<file path="src/rtl/sdram_pkg.sv">
// rtl/sdram_pkg.sv - slot timing constants and state/grant encodings shared by the scheduler
package sdram_pkg;

  localparam logic [3:0] SLOT_LEN   = 4'd10;
  localparam logic [3:0] STROBE_LEN = 4'd8;
  localparam logic [3:0] ACK_CYC    = 4'd8;

  typedef enum logic [1:0] {
    INIT_HOLD,
    INIT_RUN,
    IDLE,
    SLOT
  } state_t;

  typedef enum logic [1:0] {
    GNT_NONE,
    GNT_CPU,
    GNT_DMA
  } grant_t;

endpackage

</file>
<file path="src/rtl/sdram_refresh_timer.sv">
// rtl/sdram_refresh_timer.sv - free-running refresh interval counter with a single pending flag
module sdram_refresh_timer #(
  parameter int INTERVAL = 500
) (
  input  logic clk,
  input  logic reset,
  input  logic clear,
  output logic pending
);

  localparam int CW = (INTERVAL > 1) ? $clog2(INTERVAL) : 1;
  localparam logic [CW-1:0] LAST = CW'(INTERVAL - 1);

  logic [CW-1:0] cnt;
  logic          wrap;

  assign wrap = (cnt == LAST);

  always_ff @(posedge clk) begin
    if (reset) begin
      cnt     <= '0;
      pending <= 1'b0;
    end else begin
      cnt <= wrap ? '0 : cnt + 1'b1;
      // A wrap landing on the clear cycle must not lose a refresh, so set wins.
      if (wrap)
        pending <= 1'b1;
      else if (clear)
        pending <= 1'b0;
    end
  end

endmodule

</file>
<file path="src/rtl/sdram_sched.sv">
// rtl/sdram_sched.sv - two-port SDRAM slot scheduler with init sequence and refresh priority
module sdram_sched
  import sdram_pkg::*;
#(
  parameter int REFRESH_INTERVAL = 500,
  parameter int INIT_SLOTS       = 32
) (
  input  logic        clk,
  input  logic        reset,
  input  logic        cpu_req,
  input  logic [15:0] cpu_addr,
  input  logic        cpu_we,
  output logic        cpu_ack,
  input  logic        dma_req,
  input  logic [15:0] dma_addr,
  input  logic        dma_we,
  output logic        dma_ack,
  output logic        sd_init,
  output logic        sd_ce,
  output logic        sd_refresh,
  output logic        sd_we,
  output logic [15:0] sd_addr,
  output logic        ready
);

  localparam logic [15:0] INIT_LAST = 16'(INIT_SLOTS - 1);

  state_t      state;
  grant_t      gnt;
  logic [3:0]  slot_cyc;
  logic [15:0] init_cnt;
  logic        hold_cnt;
  logic        rr_cpu;
  logic        refresh_pending;
  logic        refresh_clr;

  assign refresh_clr = (state == IDLE) && refresh_pending;

  sdram_refresh_timer #(
    .INTERVAL(REFRESH_INTERVAL)
  ) u_timer (
    .clk    (clk),
    .reset  (reset),
    .clear  (refresh_clr),
    .pending(refresh_pending)
  );

  always_ff @(posedge clk) begin
    if (reset) begin
      state      <= INIT_HOLD;
      gnt        <= GNT_NONE;
      slot_cyc   <= 4'd0;
      init_cnt   <= 16'd0;
      hold_cnt   <= 1'b0;
      rr_cpu     <= 1'b1;
      sd_init    <= 1'b1;
      sd_ce      <= 1'b0;
      sd_refresh <= 1'b0;
      sd_we      <= 1'b0;
      sd_addr    <= 16'd0;
      cpu_ack    <= 1'b0;
      dma_ack    <= 1'b0;
      ready      <= 1'b0;
    end else begin
      cpu_ack <= 1'b0;
      dma_ack <= 1'b0;
      case (state)
        INIT_HOLD: begin
          if (hold_cnt) begin
            state      <= INIT_RUN;
            sd_init    <= 1'b0;
            sd_refresh <= 1'b1;
            slot_cyc   <= 4'd0;
            init_cnt   <= 16'd0;
          end else begin
            hold_cnt <= 1'b1;
          end
        end
        INIT_RUN: begin
          if (slot_cyc == STROBE_LEN - 4'd1)
            sd_refresh <= 1'b0;
          if (slot_cyc == SLOT_LEN - 4'd1) begin
            slot_cyc <= 4'd0;
            if (init_cnt == INIT_LAST) begin
              state <= IDLE;
              ready <= 1'b1;
            end else begin
              init_cnt   <= init_cnt + 16'd1;
              sd_refresh <= 1'b1;
            end
          end else begin
            slot_cyc <= slot_cyc + 4'd1;
          end
        end
        IDLE: begin
          slot_cyc <= 4'd0;
          if (refresh_pending) begin
            state      <= SLOT;
            gnt        <= GNT_NONE;
            sd_refresh <= 1'b1;
            sd_we      <= 1'b0;
          end else if (cpu_req && (rr_cpu || !dma_req)) begin
            state   <= SLOT;
            gnt     <= GNT_CPU;
            sd_ce   <= 1'b1;
            sd_addr <= cpu_addr;
            sd_we   <= cpu_we;
            rr_cpu  <= 1'b0;
          end else if (dma_req) begin
            state   <= SLOT;
            gnt     <= GNT_DMA;
            sd_ce   <= 1'b1;
            sd_addr <= dma_addr;
            sd_we   <= dma_we;
            rr_cpu  <= 1'b1;
          end
        end
        SLOT: begin
          if (slot_cyc == STROBE_LEN - 4'd1) begin
            sd_ce      <= 1'b0;
            sd_refresh <= 1'b0;
          end
          if (slot_cyc == ACK_CYC - 4'd1) begin
            cpu_ack <= (gnt == GNT_CPU);
            dma_ack <= (gnt == GNT_DMA);
          end
          if (slot_cyc == SLOT_LEN - 4'd1) begin
            state    <= IDLE;
            sd_we    <= 1'b0;
            slot_cyc <= 4'd0;
          end else begin
            slot_cyc <= slot_cyc + 4'd1;
          end
        end
        default: state <= INIT_HOLD;
      endcase
    end
  end

endmodule

</file>
<file path="config.mk">
export PLATFORM = sky130hd
export DESIGN_NAME = sdram_sched
export DESIGN_NICKNAME = d
export VERILOG_FILES = /design/src/rtl/sdram_pkg.sv /design/src/rtl/sdram_refresh_timer.sv /design/src/rtl/sdram_sched.sv
export SDC_FILE = /design/constraint.sdc
export NUM_CORES = 1
export LEC_CHECK = 0
export CAP_MARGIN = 20
export CORE_ASPECT_RATIO = 1.2
export CORE_MARGIN = 1.5
export CORE_UTILIZATION = 45
export DETAILED_ROUTE_END_ITERATION = 12
export GPL_ROUTABILITY_DRIVEN = 0
export GPL_TIMING_DRIVEN = 0
export HOLD_SLACK_MARGIN = 0.05
export PLACE_DENSITY = 0.76
export SKIP_CTS_REPAIR_TIMING = 1
export SLEW_MARGIN = 10
export SYNTH_ARGS = -nofsm -noshare
export SYNTH_HDL_FRONTEND = slang
export SYNTH_SLANG_ARGS = --single-unit
</file>
<file path="constraint.sdc">
create_clock -name clk -period 2.1 [get_ports clk]
set_clock_uncertainty 0.2 [all_clocks]
set_input_delay 0.21 -clock clk [delete_from_list [all_inputs] [get_ports clk]]
set_output_delay 0.21 -clock clk [all_outputs]
set_load 0.005 [all_outputs]
</file>
==> results by group, run 1 <==
Floorplan
  • Initial core utilization: 0.4732
  • DIE AREA: 6476 um2
  • Site Rows: 30
  • Core area: 5705 um2
  • Die width: 73.71 um
  • Die height: 87.86 um
  • IO Pins: 61

Routing
  • Iteration-0 DRC Markers: 118
  • DRC viols: 0
  • Router iterations before antenna repair: 4
  • Detail Route Antenna Nets: 0
  • Vias/cell: 5.376
  • Drt wl/cell: 13.62 um
  • DR vias: 2457
  • Final WL: 6.226 mm

Logic synthesis
  • Number of flops mapped to enable cells by yosys: 0
  • Area leader, netlist: dfxtp_1
  • Yosys cell types: 48
  • Post-synthesis average cell area: 8.882 um2
  • Count leader, synth: dfxtp_1
  • Synth Cell Area: 2700 um2
  • FFs w/ async S/R, synth: 0
  • Ys flop type: dfxtp_1
  • Post-synth top area share: 0.4374
  • Synth top cells by count: 59 x dfxtp_1, 41 x nor2_1, 20 x nand2_1
  • Synth area leaders: dfxtp_1 44%, mux2i_1 7.0%, nor2_1 5.7%
  • Syn_nets: 346
  • Yosys reg bits: 59
  • Seq/Total Area, Yosys: 0.4374
  • Ys Warns: 0
  • Cells after Synth: 304

Clock network
  • CTS tree: built
  • Deepest clock path buffer count: 2
  • Reg clk slew, reported paths: 0.07 ns
  • Root Buffer: clkbuf_8
  • Worst skew pair latency: 0.34 ns
  • H-tree levels: 3
  • Clock sinks: 59
  • Num CTS Buffers: 9

Final layout
  • FF+latch area: 1182 um2
  • Area of the multi-input gates: 1425 um2
  • FILL cells: 511
  • Non-filler instance count after layout: 457
  • Antenna diode count: 0
  • Final Cell Area: 3592 um2
  • Final nets: 415
  • Final Util: 0.6296
  • Share of cells above drive strength 1: 0.07692
  • Area growth, synth to finish: 33.04%

Timing
  • Final hold slack: 0.1290 ns
  • Hold violation total from the final report: 0
  • Rel. slew slack: 0.5528
  • Max Slew Vio Count: 0
  • Unrepaired setup endpoints after global routing: true
  • Final Cycle Share: 0.9614
  • Setup TNS: 0 ns
  • Worst slew pin tran: 0.6656 ns
  • Minimum clock period: 2.019 ns
  • F_max: 0.4953 GHz
  • Endpoints failing setup: 0

Placement
  • Dpl cell area: 3391 um2
  • Hpwl dp: 4.572 mm
  • Port buffer count: 59
  • Inst Count DP: 443

Setup path
  • Peak fanout along the critical path: 10
  • CP Launch Type: register
  • Req. time, crit path: 2.18 ns
  • Endpoint class of the critical path: register
  • Setup CP Type: register to register
  • Critical path data arrival time: 2.10 ns

GRT
  • GRT Total Usage: 0.2072
  • Vias in the first global route: 2390
  • Global-route wire length before repair: 10.34 mm
  • Initial antenna violation count: 0
  • Pin count of the biggest net entering global routing: 11
  • Total gr overflow: 0

Power and ir drop
  • Pwr Density: 661.7 nW/um2
  • Maximum VDD drop: 0.4579 mV
  • Leak: 0.001308 uW

Outcome
  • Status: complete, no violations

Job
  • Max-capacitance violation count: 0

Min path
  • Min-delay worst type: input pin to register
## worst max-delay path, cell delays in order (launching register included)
cell and delay [ns]:
dfxtp_1 0.40, ha_1 0.20, and3b_1 0.27, buf_2 0.27, nand4_1 0.15, or4_1 0.41, nand2_1 0.07
## metrics by stage
| stage | worst slack [ns] | power (uW) |
|---|---|---|
| 2_1_floorplan | 0.1651 | 1263 |
| 3_3_place_gp | -0.1200 | 1362 |
| 3_5_place_dp | -0.1583 | 1366 |
| 4_1_cts | 0.04058 | 2389 |
| 5_1_grt | -0.03649 | 2461 |
| 6_report | 0.08097 | 2377 |
## report_power, final
part           total (uW)  leakage [uW]  internal [uW]  switching, uW
registers            1150      0.000478           1130           15.8
logic                 191      0.000731            109           82.1
clock network        1040     0.0000995            605            431
total                2380       0.00131           1850            529
## worst paths after layout
kind                            start  slack, ns  depth (start not counted)                        to
min                             reset       0.13                          2        dma_ack$_SDFF_PP0_
max          slot_cyc[0]$_SDFFE_PP0P_       0.08                          6  init_cnt[5]$_SDFFE_PP0P_
min reg2reg       gnt[1]$_SDFFE_PP0P_       0.24                          1        cpu_ack$_SDFF_PP0_
max reg2reg  slot_cyc[0]$_SDFFE_PP0P_       0.08                          6  init_cnt[5]$_SDFFE_PP0P_
## cell usage in the layout, fill, tap and decap left out, types with 9 or more instances in the layout
master and instances:
clkdlybuf4s50_1 59, dfxtp_1 58, nor2_1 41, mux2i_1 19
nand2_1 19, a211oi_1 17, a21oi_1 17, o21ai_0 12
nand3_1 11, clkbuf_8 11, clkbuf_1 9
## sequential cells by signal (all words and copies together) (netlist names), 2 cells and up
| register | flops |
|---|---|
| gnt | 2 |
| state | 2 |
| sd_addr | 16 |
| init_cnt | 16 |
| slot_cyc | 4 |
| u_timer.cnt | 9 |
## cells by family after synthesis
family	Yosys count	share of synthesized area
adder cells (fa/ha/maj)	4	0.01854
flip-flops	59	0.4374
AO/OA/AOI/OAI	71	0.1752
AND/OR/NAND/NOR	120	0.2345
buffers and inverters	23	0.03800
XOR/XNOR	8	0.02595
multiplexers	19	0.07043
## layout make-up
cell class,count,share of cell area
flip-flops and latches,59,0.3292
plain buffers,14,0.01951
clock buffers,13,0.04424
repair buffers,59,0.1644
clock inverters,2,0.009753
well taps,80,0.02786
multi-input cells,222,0.3967
inverters,8,0.008359
## per-layer routing
layer | global-route usage | up-vias | share of wire
met5 | 0 | - | 0
li1 | - | 1255 | -
met3 | 0.05869 | 11 | 0.051
met2 | 0.3636 | 55 | 0.50
met1 | 0.2265 | 1136 | 0.43
met4 | 0.1010 | 0 | 0.022
Power figures use the tool's default switching activity.
==> run 2: changes to the inputs <==
--- a/config.mk
+++ b/config.mk
@@ -6,14 +6,17 @@
 export NUM_CORES = 1
 export LEC_CHECK = 0
 export CAP_MARGIN = 20
+export CELL_PAD_IN_SITES_DETAIL_PLACEMENT = 2
+export CELL_PAD_IN_SITES_GLOBAL_PLACEMENT = 2
 export CORE_ASPECT_RATIO = 1.2
 export CORE_MARGIN = 1.5
-export CORE_UTILIZATION = 45
+export CORE_UTILIZATION = 30
 export DETAILED_ROUTE_END_ITERATION = 12
 export GPL_ROUTABILITY_DRIVEN = 0
 export GPL_TIMING_DRIVEN = 0
 export HOLD_SLACK_MARGIN = 0.05
-export PLACE_DENSITY = 0.76
+export PLACE_DENSITY = 0.83
+export SETUP_SLACK_MARGIN = 0.15
 export SKIP_CTS_REPAIR_TIMING = 1
 export SLEW_MARGIN = 10
 export SYNTH_ARGS = -nofsm -noshare
==> results by group, run 2 (same netlist as run 1, synthesis figures left out) <==
Outcome
  • Status: complete, no violations (unchanged)

Timing
  • Hold violation total from the final report: 0 (unchanged)
  • Rel. slew slack: 0.5014 (was 0.5528)
  • Final WS setup: 0.1328 ns (was 0.08097 ns)
  • Worst slew pin tran: 0.7422 ns (was 0.6656 ns)
  • F_max: 0.5083 GHz (was 0.4953 GHz)
  • Final Cycle Share: 0.9368 (was 0.9614)
  • Unrepaired setup endpoints after global routing: true (unchanged)
  • Endpoints failing setup: 0 (unchanged)
  • Minimum clock period: 1.967 ns (was 2.019 ns)
  • Max Slew Vio Count: 0 (unchanged)

GRT
  • GRT Total Usage: 0.1942 (was 0.2072)
  • Pin count of the biggest net entering global routing: 11 (unchanged)
  • Vias in the first global route: 2851 (was 2390)
  • Global-route wire length before repair: 14.13 mm (was 10.34 mm)
  • Initial antenna violation count: 0 (unchanged)
  • Total gr overflow: 0 (unchanged)

Placement
  • Inst Count DP: 480 (was 443)
  • Port buffer count: 59 (unchanged)
  • Hpwl dp: 6.191 mm (was 4.572 mm)
  • Pre-CTS setup slack: -0.3053 ns (was -0.1583 ns)
  • Dpl cell area: 3437 um2 (was 3391 um2)

Setup path
  • R2R setup slack: 0.15 ns (was 0.08 ns)
  • Req. time, crit path: 2.13 ns (was 2.18 ns)
  • Critical path data arrival time: 1.99 ns (was 2.10 ns)
  • Peak fanout along the critical path: 10 (unchanged)
  • CP Launch Type: input pin (was register)
  • Setup CP Type: input pin to register (was register to register)
  • Endpoint class of the critical path: register (unchanged)
  • Worst R2R Path Depth: 5 (was 6)

Floorplan
  • Site Rows: 37 (was 30)
  • Die width: 89.61 um (was 73.71 um)
  • IO Pins: 61 (unchanged)
  • DIE AREA: 9581 um2 (was 6476 um2)
  • Core area: 8657 um2 (was 5705 um2)
  • Die height: 106.9 um (was 87.86 um)
  • Initial core utilization: 0.3119 (was 0.4732)

Power and ir drop
  • Leak: 0.001373 uW (was 0.001308 uW)
  • Maximum VDD drop: 0.2510 mV (was 0.4579 mV)
  • Net Sw Frac: 0.2274 (was 0.2225)
  • P_int: 1974 uW (was 1848 uW)
  • Clk pwr share: 0.470 (was 0.436)
  • Reg power frac: 0.450 (was 0.484)
  • Pwr Density: 675.3 nW/um2 (was 661.7 nW/um2)
  • Tot Pwr: 2555 uW (was 2377 uW)
  • Combinational share of power: 0.080 (about the same)
  • Switch Pwr: 581.0 uW (was 528.8 uW)

Final layout
  • Share of cells above drive strength 1: 0.1221 (was 0.07692)
  • Non-filler instance count after layout: 502 (was 457)
  • Antenna diode count: 0 (unchanged)
  • Final Cell Area: 3784 um2 (was 3592 um2)
  • Commonest non-fill, non-tap cell in the layout: clkdlybuf4s50_1 (unchanged)
  • Final nets: 422 (was 415)
  • Most frequent cells in the layout: 59 x clkdlybuf4s50_1, 56 x dfxtp_1, 41 x nor2_1 (was 59 x clkdlybuf4s50_1, 58 x dfxtp_1, 41 x nor2_1)
  • Largest regs: init_cnt x16, sd_addr x16, u_timer.cnt x9 (unchanged)
  • Area growth, synth to finish: 40.13% (was 33.04%)

Clock network
  • Deepest clock path buffer count: 2 (unchanged)
  • Worst skew pair latency: 0.34 ns (about the same)
  • CTS tree: built (unchanged)
  • Root Buffer: clkbuf_8 (unchanged)
  • Num CTS Buffers: 9 (unchanged)
  • H-tree levels: 3 (unchanged)
  • Reg clk slew, reported paths: 0.07 ns (about the same)
  • Clock sinks: 59 (unchanged)

Routing
  • DR vias: 2596 (was 2457)
  • Iteration-0 DRC Markers: 58 (was 118)
  • Drt wl/cell: 17.80 um (was 13.62 um)
  • Vias/cell: 5.171 (was 5.376)
  • Final WL: 8.938 mm (was 6.226 mm)
  • Detail Route Antenna Nets: 0 (unchanged)
  • Router iterations before antenna repair: 4 (unchanged)
  • DRC viols: 0 (unchanged)

Job
  • Max-capacitance violation count: 0 (unchanged)

Min path
  • Hold path cells: 2 (unchanged)
  • Min-delay worst type: input pin to register (unchanged)
-- run 2: changes by cell type in the layout (fill, tap and decap cells not counted), sizes merged --
cell / before / now
buf: 6 / 11
bufinv: 1 / 2
clkbuf: 21 / 22
clkinvlp: 0 / 1
-- run 2: power groups by stage --
stage          sequential, uW  combinational (uW)  clock, uW
2_1_floorplan            1170                91.7          0
3_3_place_gp             1170                 193          0
3_5_place_dp             1180                 202          0
4_1_cts                  1150                 206       1230
5_1_grt                  1150                 223       1280
6_report                 1150                 204       1200
-- run 2: worst paths after layout --
path	from	to
worst max-delay path	dma_req	sd_addr[3]$_SDFFE_PP0P_
worst min-delay path	reset	dma_ack$_SDFF_PP0_
worst max register to register	state[0]$_SDFFE_PP0P_	sd_addr[3]$_SDFFE_PP0P_
worst min register to register	sd_init$_SDFFE_PP1P_	sd_init$_SDFFE_PP1P_
-- run 2: per-stage QoR --
| stage | TNS, ns | hold slack, ns | utilization |
|---|---|---|---|
| floorplan | 0 | 0.2086 | - |
| global placement | -2.701 | 0.2448 | 0.3970 |
| detailed placement | -4.280 | 0.2495 | 0.3970 |
| CTS | -0.5643 | 0.1153 | 0.4233 |
| global route | 0 | 0.1418 | 0.4371 |
| finish | 0 | 0.1272 | 0.4371 |
-- run 2: layer usage --
metal | vias up | share of wire | global-route usage
li1 | 1266 | - | -
met1 | 1261 | 0.39 | 0.2033
met2 | 55 | 0.54 | 0.3534
met3 | 14 | 0.039 | 0.04696
met4 | 0 | 0.022 | 0.09011
met5 | - | 0 | 0
-- run 2: worst max-delay path: stages --
cell and delay [ns]:
clkdlybuf4s50_1 0.55, nand2b_1 0.12, nand2_2 0.29, clkbuf_4 0.33, mux2i_1 0.14, a211oi_1 0.33
-- run 2: cell type report --
cell class                 instances  area, um2
clock inverter                     4      72.57
clock buffer                      12      155.1
fill                             967       4873
tap                              117      146.4
multi-input combinational        222       1459
buffer                            15      97.59
sequential                        59       1187
inverter                           8      30.03
timing repair buffer              65      635.6
==> run 3: changes to the inputs <==
--- a/config.mk
+++ b/config.mk
@@ -18,7 +18,8 @@
 export PLACE_DENSITY = 0.83
 export SETUP_SLACK_MARGIN = 0.15
 export SKIP_CTS_REPAIR_TIMING = 1
-export SLEW_MARGIN = 10
+export SLEW_MARGIN = 20
 export SYNTH_ARGS = -nofsm -noshare
 export SYNTH_HDL_FRONTEND = slang
 export SYNTH_SLANG_ARGS = --single-unit
+export TNS_END_PERCENT = 10
==> results by group, run 3 (same netlist as run 1, synthesis figures left out) <==
Min path
  • Hold path cells: 2 (unchanged)
  • Min-delay worst type: input pin to register (unchanged)

Floorplan
  • Die height: 106.9 um (unchanged)
  • DIE AREA: 9581 um2 (unchanged)
  • Core area: 8657 um2 (unchanged)
  • Initial core utilization: 0.3119 (unchanged)
  • IO Pins: 61 (unchanged)
  • Die width: 89.61 um (unchanged)
  • Site Rows: 37 (unchanged)

Clock network
  • Root Buffer: clkbuf_8 (unchanged)
  • H-tree levels: 3 (unchanged)
  • Clock sinks: 59 (unchanged)
  • CTS tree: built (unchanged)
  • Num CTS Buffers: 9 (unchanged)
  • Deepest clock path buffer count: 2 (unchanged)
  • Worst skew pair latency: 0.34 ns (about the same)
  • Reg clk slew, reported paths: 0.07 ns (about the same)

Setup path
  • Peak fanout along the critical path: 7 (was 10)
  • Req. time, crit path: 2.18 ns (was 2.13 ns)
  • CP Launch Type: register (was input pin)
  • Worst R2R Path Depth: 7 (was 5)
  • Endpoint class of the critical path: register (unchanged)
  • Setup CP Type: register to register (was input pin to register)
  • Critical path data arrival time: 2.08 ns (was 1.99 ns)

Job
  • Max-capacitance violation count: 0 (unchanged)

Power and ir drop
  • Net Sw Frac: 0.2269 (was 0.2274)
  • Maximum VDD drop: 0.2495 mV (was 0.2510 mV)
  • Tot Pwr: 2554 uW (was 2555 uW)
  • Switch Pwr: 579.5 uW (was 581.0 uW)
  • Reg power frac: 0.450 (about the same)
  • Combinational share of power: 0.080 (about the same)
  • Leak: 0.001357 uW (was 0.001373 uW)
  • Clk pwr share: 0.470 (about the same)
  • Pwr Density: 679.6 nW/um2 (was 675.3 nW/um2)
  • P_int: 1974 uW (about the same)

Final layout
  • Most frequent cells in the layout: 59 x clkdlybuf4s50_1, 56 x dfxtp_1, 41 x nor2_1 (unchanged)
  • Largest regs: init_cnt x16, sd_addr x16, u_timer.cnt x9 (unchanged)
  • Share of cells above drive strength 1: 0.1152 (was 0.1221)
  • Area of the multi-input gates: 1459 um2 (unchanged)
  • Final Util: 0.4340 (was 0.4371)
  • Final nets: 419 (was 422)
  • Commonest non-fill, non-tap cell in the layout: clkdlybuf4s50_1 (unchanged)
  • Antenna diode count: 0 (unchanged)
  • Area growth, synth to finish: 39.16% (was 40.13%)
  • FILL cells: 965 (was 967)
  • FF+latch area: 1187 um2 (unchanged)

Timing
  • F_max: 0.5003 GHz (was 0.5083 GHz)
  • Unrepaired setup endpoints after global routing: true (unchanged)
  • Hold violation total from the final report: 0 (unchanged)
  • Worst slew pin tran: 0.7502 ns (was 0.7422 ns)
  • Rel. slew slack: 0.4960 (was 0.5014)
  • Max Slew Vio Count: 0 (unchanged)
  • Final Cycle Share: 0.9519 (was 0.9368)
  • Minimum clock period: 1.999 ns (was 1.967 ns)
  • Endpoints failing setup: 0 (unchanged)

GRT
  • Pin count of the biggest net entering global routing: 11 (unchanged)
  • Total gr overflow: 0 (unchanged)
  • GRT Total Usage: 0.1942 (unchanged)
  • Initial antenna violation count: 0 (unchanged)
  • Global-route wire length before repair: 14.13 mm (unchanged)
  • Vias in the first global route: 2851 (unchanged)

Placement
  • Hpwl dp: 6.191 mm (unchanged)
  • Port buffer count: 59 (unchanged)

Routing
  • DR vias: 2605 (was 2596)
  • Drt wl/cell: 17.62 um (was 17.80 um)
  • DRC viols: 0 (unchanged)
  • Router iterations before antenna repair: 4 (unchanged)
  • Final WL: 8.793 mm (was 8.938 mm)
  • Vias/cell: 5.220 (was 5.171)
  • Iteration-0 DRC Markers: 81 (was 58)
  • Detail Route Antenna Nets: 0 (unchanged)

Outcome
  • Status: complete, no violations (unchanged)
[run 3: changes by cell type in the layout (fill, tap and decap cells not counted)]
cell,change
buf_4,-3
buf_6,-1
clkbuf_4,+1
[run 3: final cells by class]
cell class,count,area share
buffer,15,0.02498
clock buffer,12,0.04129
clock inverter,4,0.01931
inverter,8,0.007992
multi-input combinational,222,0.3883
sequential,59,0.3160
tap,117,0.03896
timing repair buffer,62,0.1632
[run 3: path summary, 6_finish.rpt]
path                                               start                        to  slack [ns]
worst max-delay path            init_cnt[0]$_SDFFE_PP0P_  init_cnt[3]$_SDFFE_PP0P_        0.10
worst min register to register      sd_init$_SDFFE_PP1P_      sd_init$_SDFFE_PP1P_        0.25
worst min-delay path                               reset        dma_ack$_SDFF_PP0_        0.13
worst max register to register  init_cnt[0]$_SDFFE_PP0P_  init_cnt[3]$_SDFFE_PP0P_        0.10
[run 3: through the flow]
step                      cell area [um2]  TNS [ns]  setup slack [ns]  hold WS [ns]  instances
after floorplan                      2700         0            0.1651        0.2086        304
after global placement               3437    -2.701           -0.2338        0.2448        480
after detailed placement             3437    -4.280           -0.3053        0.2495        480
after CTS                            3665   -0.5643           -0.1342        0.1153        496
after global routing                 3757         0           0.04795        0.1418        499
final                                3757         0            0.1011        0.1276        499
[run 3: routing by layer]
metal	global-route usage	part of all wire	up-vias
met5	0	0	-
li1	-	-	1261
met1	0.2033	0.39	1271
met3	0.04696	0.042	14
met4	0.09011	0.023	0
met2	0.3534	0.55	59
[run 3: power groups by stage]
stage | registers [uW] | logic, uW | clock network [uW]
floorplan | 1170 | 91.7 | 0
global placement | 1170 | 193 | 0
detailed placement | 1180 | 202 | 0
CTS | 1150 | 206 | 1230
global route | 1150 | 223 | 1280
finish | 1150 | 204 | 1200
[run 3: critical path: stages (launching register included)]
cell and delay (ns):
dfxtp_4 0.37, ha_4 0.16, and4_4 0.18, buf_6 0.12
and4_1 0.14, buf_4 0.16, or4_4 0.48, a21oi_2 0.12
